--- src/rtl/shift_sequencer_pkg.sv ---
// Shared encodings for the shift sequencer: operation codes and FSM states.
package shift_sequencer_pkg;

    localparam int AMT_W = 5;

    typedef enum logic [1:0] {
        OP_SLL = 2'b00,
        OP_SRL = 2'b01,
        OP_RSV = 2'b10,
        OP_SRA = 2'b11
    } op_e;

    typedef enum logic [1:0] {
        S_IDLE  = 2'b00,
        S_SHIFT = 2'b01,
        S_DONE  = 2'b10
    } state_e;

endpackage

--- src/rtl/shift_sequencer_stage.sv ---
// Fixed-amount combinational shifter: left, logical right or arithmetic right.
import shift_sequencer_pkg::*;

module shift_stage #(
    parameter int WIDTH = 32,
    parameter int AMT   = 1
) (
    input  logic [WIDTH-1:0] d,
    input  op_e              op,
    output logic [WIDTH-1:0] q
);

    always_comb begin
        q = d >> AMT;
        case (op)
            OP_SLL:  q = d << AMT;
            OP_SRA:  q = $signed(d) >>> AMT;
            default: q = d >> AMT;  // reserved encoding behaves as SRL
        endcase
    end

endmodule

--- src/rtl/shift_sequencer.sv ---
// Multi-cycle variable shift: one coarse or 1-bit stage applied per cycle
// until the latched amount is consumed; start/busy/done handshake.
import shift_sequencer_pkg::*;

module shift_sequencer #(
    parameter int WIDTH    = 32,
    parameter int BIG_STEP = 4
) (
    input  logic             clk,
    input  logic             reset,
    input  logic             start,
    input  logic [1:0]       op,
    input  logic [WIDTH-1:0] operand,
    input  logic [AMT_W-1:0] amount,
    output logic             busy,
    output logic             done,
    output logic [WIDTH-1:0] result
);

    localparam logic [AMT_W-1:0] BIG_AMT = AMT_W'(BIG_STEP);

    state_e           state;
    op_e              op_q;
    logic [WIDTH-1:0] acc, acc_big, acc_one, acc_nxt;
    logic [AMT_W-1:0] rem, rem_nxt;
    logic             use_big;

    shift_stage #(.WIDTH(WIDTH), .AMT(BIG_STEP)) u_big (.d(acc), .op(op_q), .q(acc_big));
    shift_stage #(.WIDTH(WIDTH), .AMT(1))        u_one (.d(acc), .op(op_q), .q(acc_one));

    // rem is nonzero whenever this mux feeds the accumulator, so no underflow
    always_comb begin
        use_big = (rem >= BIG_AMT);
        acc_nxt = use_big ? acc_big : acc_one;
        rem_nxt = rem - (use_big ? BIG_AMT : AMT_W'(1));
    end

    always_ff @(posedge clk or posedge reset) begin
        if (reset) begin
            state <= S_IDLE;
            acc   <= '0;
            rem   <= '0;
            op_q  <= OP_SLL;
            busy  <= 1'b0;
            done  <= 1'b0;
        end else begin
            case (state)
                S_IDLE, S_DONE: begin
                    if (start) begin
                        acc  <= operand;
                        rem  <= amount;
                        op_q <= op_e'(op);
                        if (amount != '0) begin
                            state <= S_SHIFT;
                            busy  <= 1'b1;
                            done  <= 1'b0;
                        end else begin
                            state <= S_DONE;
                            busy  <= 1'b0;
                            done  <= 1'b1;
                        end
                    end else begin
                        state <= S_IDLE;
                        busy  <= 1'b0;
                        done  <= 1'b0;
                    end
                end
                S_SHIFT: begin
                    acc <= acc_nxt;
                    rem <= rem_nxt;
                    if (rem_nxt == '0) begin
                        state <= S_DONE;
                        busy  <= 1'b0;
                        done  <= 1'b1;
                    end
                end
                default: begin
                    state <= S_IDLE;
                    busy  <= 1'b0;
                    done  <= 1'b0;
                end
            endcase
        end
    end

    assign result = acc;

endmodule

--- config.mk ---
export PLATFORM = sky130hd
export DESIGN_NAME = shift_sequencer
export DESIGN_NICKNAME = d
export VERILOG_FILES = /design/src/rtl/shift_sequencer_pkg.sv /design/src/rtl/shift_sequencer_stage.sv /design/src/rtl/shift_sequencer.sv
export SDC_FILE = /design/constraint.sdc
export NUM_CORES = 1
export LEC_CHECK = 0
export CAP_MARGIN = 20
export CELL_PAD_IN_SITES_DETAIL_PLACEMENT = 0
export CELL_PAD_IN_SITES_GLOBAL_PLACEMENT = 1
export CORE_MARGIN = 5
export CORE_UTILIZATION = 25
export CTS_BUF_LIST = sky130_fd_sc_hd__clkbuf_4 sky130_fd_sc_hd__clkbuf_8 sky130_fd_sc_hd__clkbuf_16
export DETAILED_ROUTE_END_ITERATION = 10
export PLACE_DENSITY = 0.65
export RECOVER_POWER = 25
export SLEW_MARGIN = 20
export SYNTH_ARGS = -nofsm -noshare
export SYNTH_HDL_FRONTEND = slang
export SYNTH_SLANG_ARGS = --single-unit
--- constraint.sdc ---
create_clock -name clk -period 2.6 [get_ports clk]
set_input_delay 0.52 -clock clk [delete_from_list [all_inputs] [get_ports clk]]
set_output_delay 0.52 -clock clk [all_outputs]
set_load 0.05 [all_outputs]
* Word level (Yosys, flattened, before mapping)
Cells that the tools add are included.
** Storage, ports and cells
- Register bits :: 43
- Input bits :: 42
- Output and inout bits :: 34
- Logic and storage cells :: 44
** Cells by class
- $add $sub $neg :: 1
- Order comparisons :: 1
- Equal/unequal tests :: 6
- Multiplexer cells :: 20
- Reduce and logical (&&, ||, !) cells :: 9
** Operators with widths (count)
- 32-bit case mux with 2 select lines :: 3
- 32-bit 2-to-1 mux :: 2
- 5-bit case mux with 2 select lines :: 1
- 1-bit 2-to-1 mux :: 6
- 2-bit 2-to-1 mux :: 3
- 2-bit != test (second input constant) :: 3
- 5-bit by 3-bit greater-or-equal comparator with 1-bit output (second input constant) :: 1
- 5-bit logical NOT :: 1
- 5-bit 2-to-1 mux :: 1
- 5-bit nonzero test :: 1
- 5-bit by 3-bit subtractor with 5-bit output :: 1
- 2-bit equality test (second input constant) :: 2
- 2-bit logical NOT :: 2
- 1-bit case mux with 2 select lines :: 2
- 2-bit case mux with 2 select lines :: 1
- 2-bit AND reduction :: 2
- 3-bit 2-to-1 mux :: 1
- 3-bit AND reduction :: 1
- 2-bit by 1-bit equality test with 1-bit output (second input constant) :: 1
- 2-bit nonzero test :: 1
- 2-bit OR reduction :: 1

* Depth between registers and ports, before layout
Gate-level depths: netlist of run 1.
- Word-level depth :: 6
- Depth in mapped cells :: 9
- Mapped depth without buffers :: 7

* Hierarchy
Synthesis of run 1 repeated with hierarchy kept, for this count alone.
** Unflattened totals
- Cell total of the unflattened synthesis :: 299
- Area total of the unflattened synthesis :: 3254.4 um^2
** By module, submodules not included
- shift_sequencer :: instances 1, cells each 204, area each 2492.4 um^2, sequential area each 1051.0 um^2
- shift_stage at u_one :: instances 1, cells each 46, area each 385.4 um^2, sequential area each 0.0 um^2
- shift_stage at u_big :: instances 1, cells each 49, area each 376.6 um^2, sequential area each 0.0 um^2

* Worst setup path before layout of run 1
No wires, ideal clock.
- Path type :: flip-flop to flip-flop
- Start :: register rem[2]
- End :: register busy
- Library setup time :: 131 ps
- Arrival :: 2411 ps
- Required time :: 2469 ps
- Slack :: 57 ps
- Cell stages (with the launch flop) :: 10
- Clock period less this slack :: 2543 ps
- Cells stage by stage :: dfrtp_1 > or3_1 > buf_6 > clkinv_4 > buf_2 > ha_1 > or3b_2 > o311ai_0 > nor2_1 > or3_1
** Between the ends
- Longest elaborated chain between the ends :: 5
** RTL lines
- start, declared :: RTL line shift_sequencer.sv:25 : logic [AMT_W-1:0] rem, rem_nxt;
- start signal, assigned :: RTL line shift_sequencer.sv:51 : rem <= amount;
- start signal, assigned :: RTL line shift_sequencer.sv:70 : rem <= rem_nxt;
- 5-bit by 3-bit greater-or-equal comparator with 1-bit output :: RTL line shift_sequencer.sv:33 : use_big = (rem >= BIG_AMT);
- 3-bit 2-to-1 mux :: RTL line shift_sequencer.sv:35 : rem_nxt = rem - (use_big ? BIG_AMT : AMT_W'(1));
- 5-bit by 3-bit subtractor with 5-bit output (*) :: RTL line shift_sequencer.sv:35
- 5-bit logical NOT (*) :: RTL line shift_sequencer.sv:71 : if (rem_nxt == '0) begin
- 2-bit != test (no line) (*)
- end signal, assigned :: RTL line shift_sequencer.sv:44 : busy <= 1'b0;
- end signal, assigned :: RTL line shift_sequencer.sv:73 : busy <= 1'b0;
- end signal, assigned :: RTL line shift_sequencer.sv:79 : busy <= 1'b0;
- end, declared :: RTL line shift_sequencer.sv:15 : output logic busy,
Every way passes the cells marked *; elsewhere a longest branch is shown, timed or not.
A chain may end at the register's enable or synchronous reset.

* Worst setup path after layout of run 1
Same ends and word-level chain as after synthesis.

==> flow_metrics.tcl, run 1 <==
set metrics [dict create \
    rows 38 \
    worstPathRequired_ns 2.75 \
    synth-compound-area-share 0.281 \
    synth_top_family_by_area "compound AO/OA/AOI/OAI gates" \
    total_power_mw 5.61 \
    post_dp_cell_area_um2 3680 \
    yosysSeqAreaShare 0.363 \
    hold_path_depth 1 \
    htreeDepth 2 \
    grt_pass1_vias 2690 \
    cts_tree "done" \
    vias 2684 \
    place_congestion 0.750 \
    status "finished clean" \
    die-area_um2 13500 \
    worstPathMaxFanout 5 \
    place_ws_ns 0.203 \
    cts.repair.resized 0 \
    setup_violations 0 \
    yosysWarnings 0 \
    rsz0062_at_grt "false" \
    fin_crit_ns 2.41 \
    reg2reg_slack_ns 0.19 \
    ir_drop_v 0.000592 \
    io_buffers 75 \
    globalRouteOverflowTotal 0 \
    coreArea_um2 10900 \
    wl_um 8820 \
    clkSinkCount 41 \
    synth_cells 302 \
    die_w_um 116 \
    drc 0 \
    critPathCaptureType "flip-flop" \
    async_flop_share 1.00 \
    tightest_slew_ns 1.06 \
    synth.distinct_cells 38 \
    groute.usage.overall 0.129 \
    synth_flop_cell "dfrtp_1" \
    postSynthAreaPerCell_um2 9.35 \
    hold_start "rem[0]" \
    antenna_found_initial 0 \
    first_pass_iters 4 \
    final_area_um2 3810 \
    grt_max_degree 56 \
    finalHoldViolCount 0 \
    cap_violations 0 \
    synth_xor_area_frac 0 \
    yosys.area_share.simple 0.136 \
    netlist_area_um2 2820 \
    fillers 1126 \
    startpoint_type "flip-flop" \
    cts_buffer_depth 2 \
    diodes 0 \
    finClkSkew_ns 0.00343 \
    drv_slew 0 \
    critPathArrivalTime_ns 2.56 \
    wl_per_cell_um 17.6 \
    drive_gt1_frac 0.0806 \
    tns_ns 0 \
    clockRootBuffer "clkbuf_16" \
    ys_ff_latch 41 \
    syn-num-nets 348 \
    hold_end "rem[0]" \
    nets 407 \
    start_util 0.258 \
    synth_edf_count 0 \
    hold_buffers 0 \
    setup_slack_ns 0.189 \
    cellPowerDensity_nw_per_um2 1470 \
    reg2reg_to "busy" \
    grt_pass1_wl_um 14300 \
    numCtsBuffers 5 \
    fmax_mhz 415 \
    io_pins 76 \
    fin_crit_sh 0.927 \
    die_y_um 116 \
    slew_headroom 0.296 \
    synth_mux_area_frac 0.130 \
    ant_nets 0 \
    reg2reg_from "rem[2]" \
    vias_per_cell 5.37 \
    holdCritPathClass "reg -> reg" \
    critPathKind "reg -> reg" \
    synth_fa_ha_area_frac 0.0177 \
    clock_latency_ns 0.27 \
    hpwlAfterDp_um 6150 \
    r2r_cells 7 \
    clk_pin_slew_ns 0.06 \
    post-cts-setup-buffers 0 \
    leakage_nw 1.44 \
    final_util 0.348 \
    drt_iter0_drc 132 \
    syn2layout_area_growth_pct 34.8 \
]
==> through the flow <==
| step | hold slack (ns) | cells |
|---|---|---|
| 2_1_floorplan | 0.525 | 302 |
| 3_3_place_gp | 0.555 | 494 |
| 3_5_place_dp | 0.569 | 494 |
| 4_1_cts | 0.575 | 500 |
| 5_1_grt | 0.594 | 500 |
| 6_report | 0.570 | 500 |
==> area by class of cell <==
| type | instances | area [µm²] | area share |
|---|---|---|---|
| sequential | 41 | 1030 | 0.270 |
| tap | 140 | 175 | 0.0460 |
| multi-input combinational | 221 | 1610 | 0.422 |
| clock inverter | 1 | 5.00 | 0.00131 |
| timing repair buffer | 85 | 836 | 0.220 |
| inverter | 7 | 31.3 | 0.00822 |
| clock buffer | 5 | 125 | 0.0329 |
==> synthesized netlist by cell type (2+ instances only) <==
cell type | number | area (µm²)
o21ai_0 | 26 | 130
inv_1 | 6 | 22.5
nand2b_1 | 5 | 31.3
mux2_4 | 2 | 30.0
buf_6 | 5 | 56.3
or3_1 | 24 | 150
nor3_1 | 2 | 10.0
a21oi_1 | 8 | 40.0
buf_2 | 10 | 50.1
nand2_1 | 23 | 86.3
nor2b_1 | 4 | 25.0
a32oi_1 | 6 | 52.6
ha_1 | 4 | 50.1
clkbuf_1 | 14 | 52.6
nor2_1 | 11 | 41.3
buf_1 | 4 | 15.0
a221oi_1 | 46 | 403
dfrtp_1 | 41 | 1030
mux2i_1 | 28 | 280
nand3_1 | 2 | 10.0
mux2_2 | 5 | 56.3
a221o_1 | 3 | 30.0
a31oi_1 | 8 | 50.1
==> placed cells by master (no fill, tap or decap), drive strengths merged, types with 5 or more instances in the layout <==
cell type,instances
inv,6
a32oi,6
nand2,23
o21ai,26
clkdlybuf4s50,74
mux2i,28
a221oi,47
or3,24
a21oi,8
buf,9
dfrtp,41
nor2,11
mux2,7
a31oi,8
nand2b,5
clkbuf,6
==> logic make-up (layout without fill, tap and decap cells) <==
family / after synthesis / in the layout
flip-flops: 41 / 41
adder cells (fa/ha/maj): 4 / 4
AND/OR/NAND/NOR: 75 / 75
multiplexers: 35 / 35
buffers and inverters: 40 / 98
AO/OA/AOI/OAI: 107 / 107
==> layer usage <==
metal / vias up / GRT usage / wire, µm
li1: 1312 / - / -
met1: 1274 / 0.176 / 3870
met2: 94 / 0.211 / 4260
met3: 4 / 0.0295 / 633
met4: 0 / 0.0217 / 51
met5: - / 0 / 0
==> how the worst max path moves through the flow <==
stage,start,slack [ns],to,depth (start not counted)
floorplan,rem[2],0.06,busy,9
global placement,rem[2],0.29,busy,7
detailed placement,rem[2],0.20,busy,7
CTS,rem[2],0.19,busy,7
global route,rem[2],0.06,busy,7
finish,rem[2],0.19,busy,7
==> worst max-delay path, cell delays in order (launching register included) <==
cell,delay [ns]
dfrtp_1,0.41
or3_1,0.44
clkinv_4,0.07
ha_1,0.25
or3b_2,0.46
o311ai_0,0.15
nor2_1,0.12
or3_1,0.39
==> power by group <==
part           switching (mW)  internal [mW]  leakage (nW)  total (mW)
Clock                   0.230          0.343        0.0655       0.573
Combinational            2.22           1.43         0.856        3.65
Sequential              0.451          0.937         0.515        1.39
==> state kept, by name, summed over array words and instances (netlist names) <==
register,count
done,1
op_q,2
result,32
rem,5
busy,1
(Power assumes the default switching activity.)
==> run 2: changes to the inputs <==
- ABC_AREA: default -> 1
- PLACE_DENSITY: 0.65 -> 0.68
- SETUP_SLACK_MARGIN: default -> 0.15
==> run 2 against run 1 <==
- via count up 14%
- non-clock buffer count down 1
- clock-buffer cell count unchanged
- clock power up 43%
- final cell count up 23%
- sequential power down 6%
- worst hold slack better by 0.0012 ns
- flip-flop and latch count unchanged
- global-route usage up 1.5 points
- clock skew up 0.0021 ns
- largest power group unchanged
- highest routed layer unchanged
==> flow_metrics.tcl, run 2 <==
set metrics [dict create \
    status "finished clean" \
    nets 520 \
    finalHoldViolCount 0 \
    largest_reg_flops 32 \
    critPathArrivalTime_ns 1.58 \
    final_util 0.351 \
    clk_pin_slew_ns 0.07 \
    crit_family "buffers and inverters" \
    rsz0062_at_grt "false" \
    postSynthAreaPerCell_um2 6.91 \
    fillers 1222 \
    tightest_slew_ns 1.06 \
    finClkSkew_ns 0.00554 \
    diodes 0 \
    rows 38 \
    setup_violations 0 \
    synthTopCellsByArea "dfrtp_1 (36%), nand3_1 (13%), nand2_1 (12%), a21oi_1 (7.1%), o21ai_0 (6.7%)" \
    crit_chain "clkdlybuf4s50_1" \
    cts_buffer_depth 2 \
    synth_flop_cell "dfrtp_1" \
    clock_latency_ns 0.29 \
    hold_buffers 0 \
    synth_edf_count 0 \
    startpoint_type "flip-flop" \
    start_util 0.258 \
    cellPowerDensity_nw_per_um2 1610 \
    leakage_nw 1.68 \
    worstPathMaxFanout 5 \
    clkSinkCount 41 \
    fin_crit_sh 0.806 \
    antenna_found_initial 0 \
    vias 3050 \
    cts_tree "done" \
    holdWs_ns 0.571 \
    p_int_mw 2.87 \
    wl_um 9600 \
    final_common_cell "nand2_1" \
    ant_nets 0 \
    grt_pass1_wl_um 15600 \
    drc 0 \
    critPathKind "reg -> out" \
    yosysMostFrequentCell "nand2_1" \
    clkPwrFrac 0.132 \
    globalRouteOverflowTotal 0 \
    fmax_mhz 477 \
    die_y_um 116 \
    post-cts-setup-buffers 0 \
    grt_pass1_vias 3079 \
    die_w_um 116 \
    worstPathRequired_ns 2.08 \
    r2r_cells 9 \
    drive_gt1_frac 0.0632 \
    total_power_mw 6.18 \
    reg2reg_to "result[20]" \
    crit_slowest_cell "clkdlybuf4s50_1" \
    yosysSeqAreaShare 0.364 \
    hold_path_depth 2 \
    reg2reg_slack_ns 0.77 \
    p_seq_frac 0.210 \
    io_buffers 75 \
    numCtsBuffers 5 \
    hold_end "rem[4]" \
    syn2layout_area_growth_pct 36.0 \
    synthTopCellsByCount "nand2_1 (89), nand3_1 (75), dfrtp_1 (41)" \
    die-area_um2 13500 \
    coreArea_um2 10900 \
    fin_crit_ns 2.10 \
    syn-num-nets 454 \
    switchingPower_mw 3.31 \
    async_flop_share 1.00 \
    critPathCaptureType "primary output" \
    first_pass_iters 4 \
    io_pins 76 \
    cap_violations 0 \
    ir_drop_v 0.000617 \
    wl_per_cell_um 15.6 \
    p_comb_frac 0.658 \
    swShare 0.536 \
    reg2reg_from "op_q[0]" \
    clockRootBuffer "clkbuf_16" \
    synth_top_area_frac 0.364 \
    drv_slew 0 \
    groute.usage.overall 0.143 \
    vias_per_cell 4.96 \
    htreeDepth 2 \
    drt_iter0_drc 226 \
    slew_headroom 0.296 \
    holdCritPathClass "reg -> reg" \
    place_congestion 0.802 \
    synth_cells 408 \
    hold_start "rem[4]" \
    synth.distinct_cells 31 \
    tns_ns 0 \
    netlist_area_um2 2820 \
    ys_ff_latch 41 \
    crit_buf_inv 1 \
    hpwlAfterDp_um 6920 \
    grt_max_degree 42 \
    yosysWarnings 0 \
    crit_path_max_incr_delay_ns 0.84 \
    final_cell_mix "nand2_1 (89), nand3_1 (75), clkdlybuf4s50_1 (74)" \
    synth.largest_area_cell "dfrtp_1" \
    cts.repair.resized 0 \
]
## run 2: cell types whose count changed in the layout (fill, tap and decap cells not counted), moves of 6 or more
cell	delta
a21oi_1	+32
a221oi_1	-46
a31oi_1	-8
a32oi_1	-6
inv_1	+20
mux2i_1	-28
nand2_1	+66
nand3_1	+73
nor2_1	+28
o21ai_0	+12
or3_1	-24
## run 2: stage by stage
step                      setup slack (ns)  std cells  cell area (µm²)
after global routing                 0.464        615             3830
final                                0.505        615             3830
after detailed placement             0.626        607             3650
after floorplan                      0.872        408             2820
after global placement               0.643        607             3650
after CTS                            0.497        615             3840
## run 2: cell type report
type                       instances  area [µm²]  share of cell area
sequential                        41        1030               0.268
tap                              140         175              0.0457
clock inverter                     3        65.1              0.0170
inverter                          29         111              0.0290
timing repair buffer              84         816               0.213
clock buffer                       5         125              0.0326
multi-input combinational        313        1520               0.395
## run 2: worst max-delay path by stage
stage / start / endpoint / slack (ns) / cells after the start
after floorplan: rem[3] / done / 0.87 / 11
after global placement: start / rem[4] / 0.64 / 9
after detailed placement: start / rem[4] / 0.63 / 9
after CTS: result[26] / result[26] / 0.50 / 1
after global routing: result[26] / result[26] / 0.46 / 1
final: result[26] / result[26] / 0.50 / 1
## run 2: power groups by stage
| stage | logic (mW) | clock network [mW] | registers (mW) |
|---|---|---|---|
| detailed placement | 4.09 | 0 | 1.31 |
| global placement | 4.06 | 0 | 1.32 |
| finish | 4.07 | 0.818 | 1.30 |
| global route | 4.49 | 0.853 | 1.35 |
| CTS | 4.11 | 0.833 | 1.30 |
| floorplan | 2.25 | 0 | 2.05 |
## run 2: tightest hold or removal path, stage by stage, from the launching register on
cell      delay, ns
dfrtp_1        0.40
nand2_1        0.07
o221ai_1       0.06
## run 2: routing by layer
layer	up-vias	global-route usage	routed length, µm
li1	1512	-	-
met1	1447	0.195	4510
met2	87	0.240	4490
met3	4	0.0290	542
met4	0	0.0263	52
met5	-	0	0
## run 2: cells by family (layout without fill, tap and decap cells)
kind of cell | Yosys count | in the layout | share of synthesized area
compound gates | 98 | 98 | 0.197
buf+inv | 54 | 121 | 0.0985
simple gates | 211 | 211 | 0.323
flops | 41 | 41 | 0.364
fa+ha+maj | 4 | 4 | 0.0177
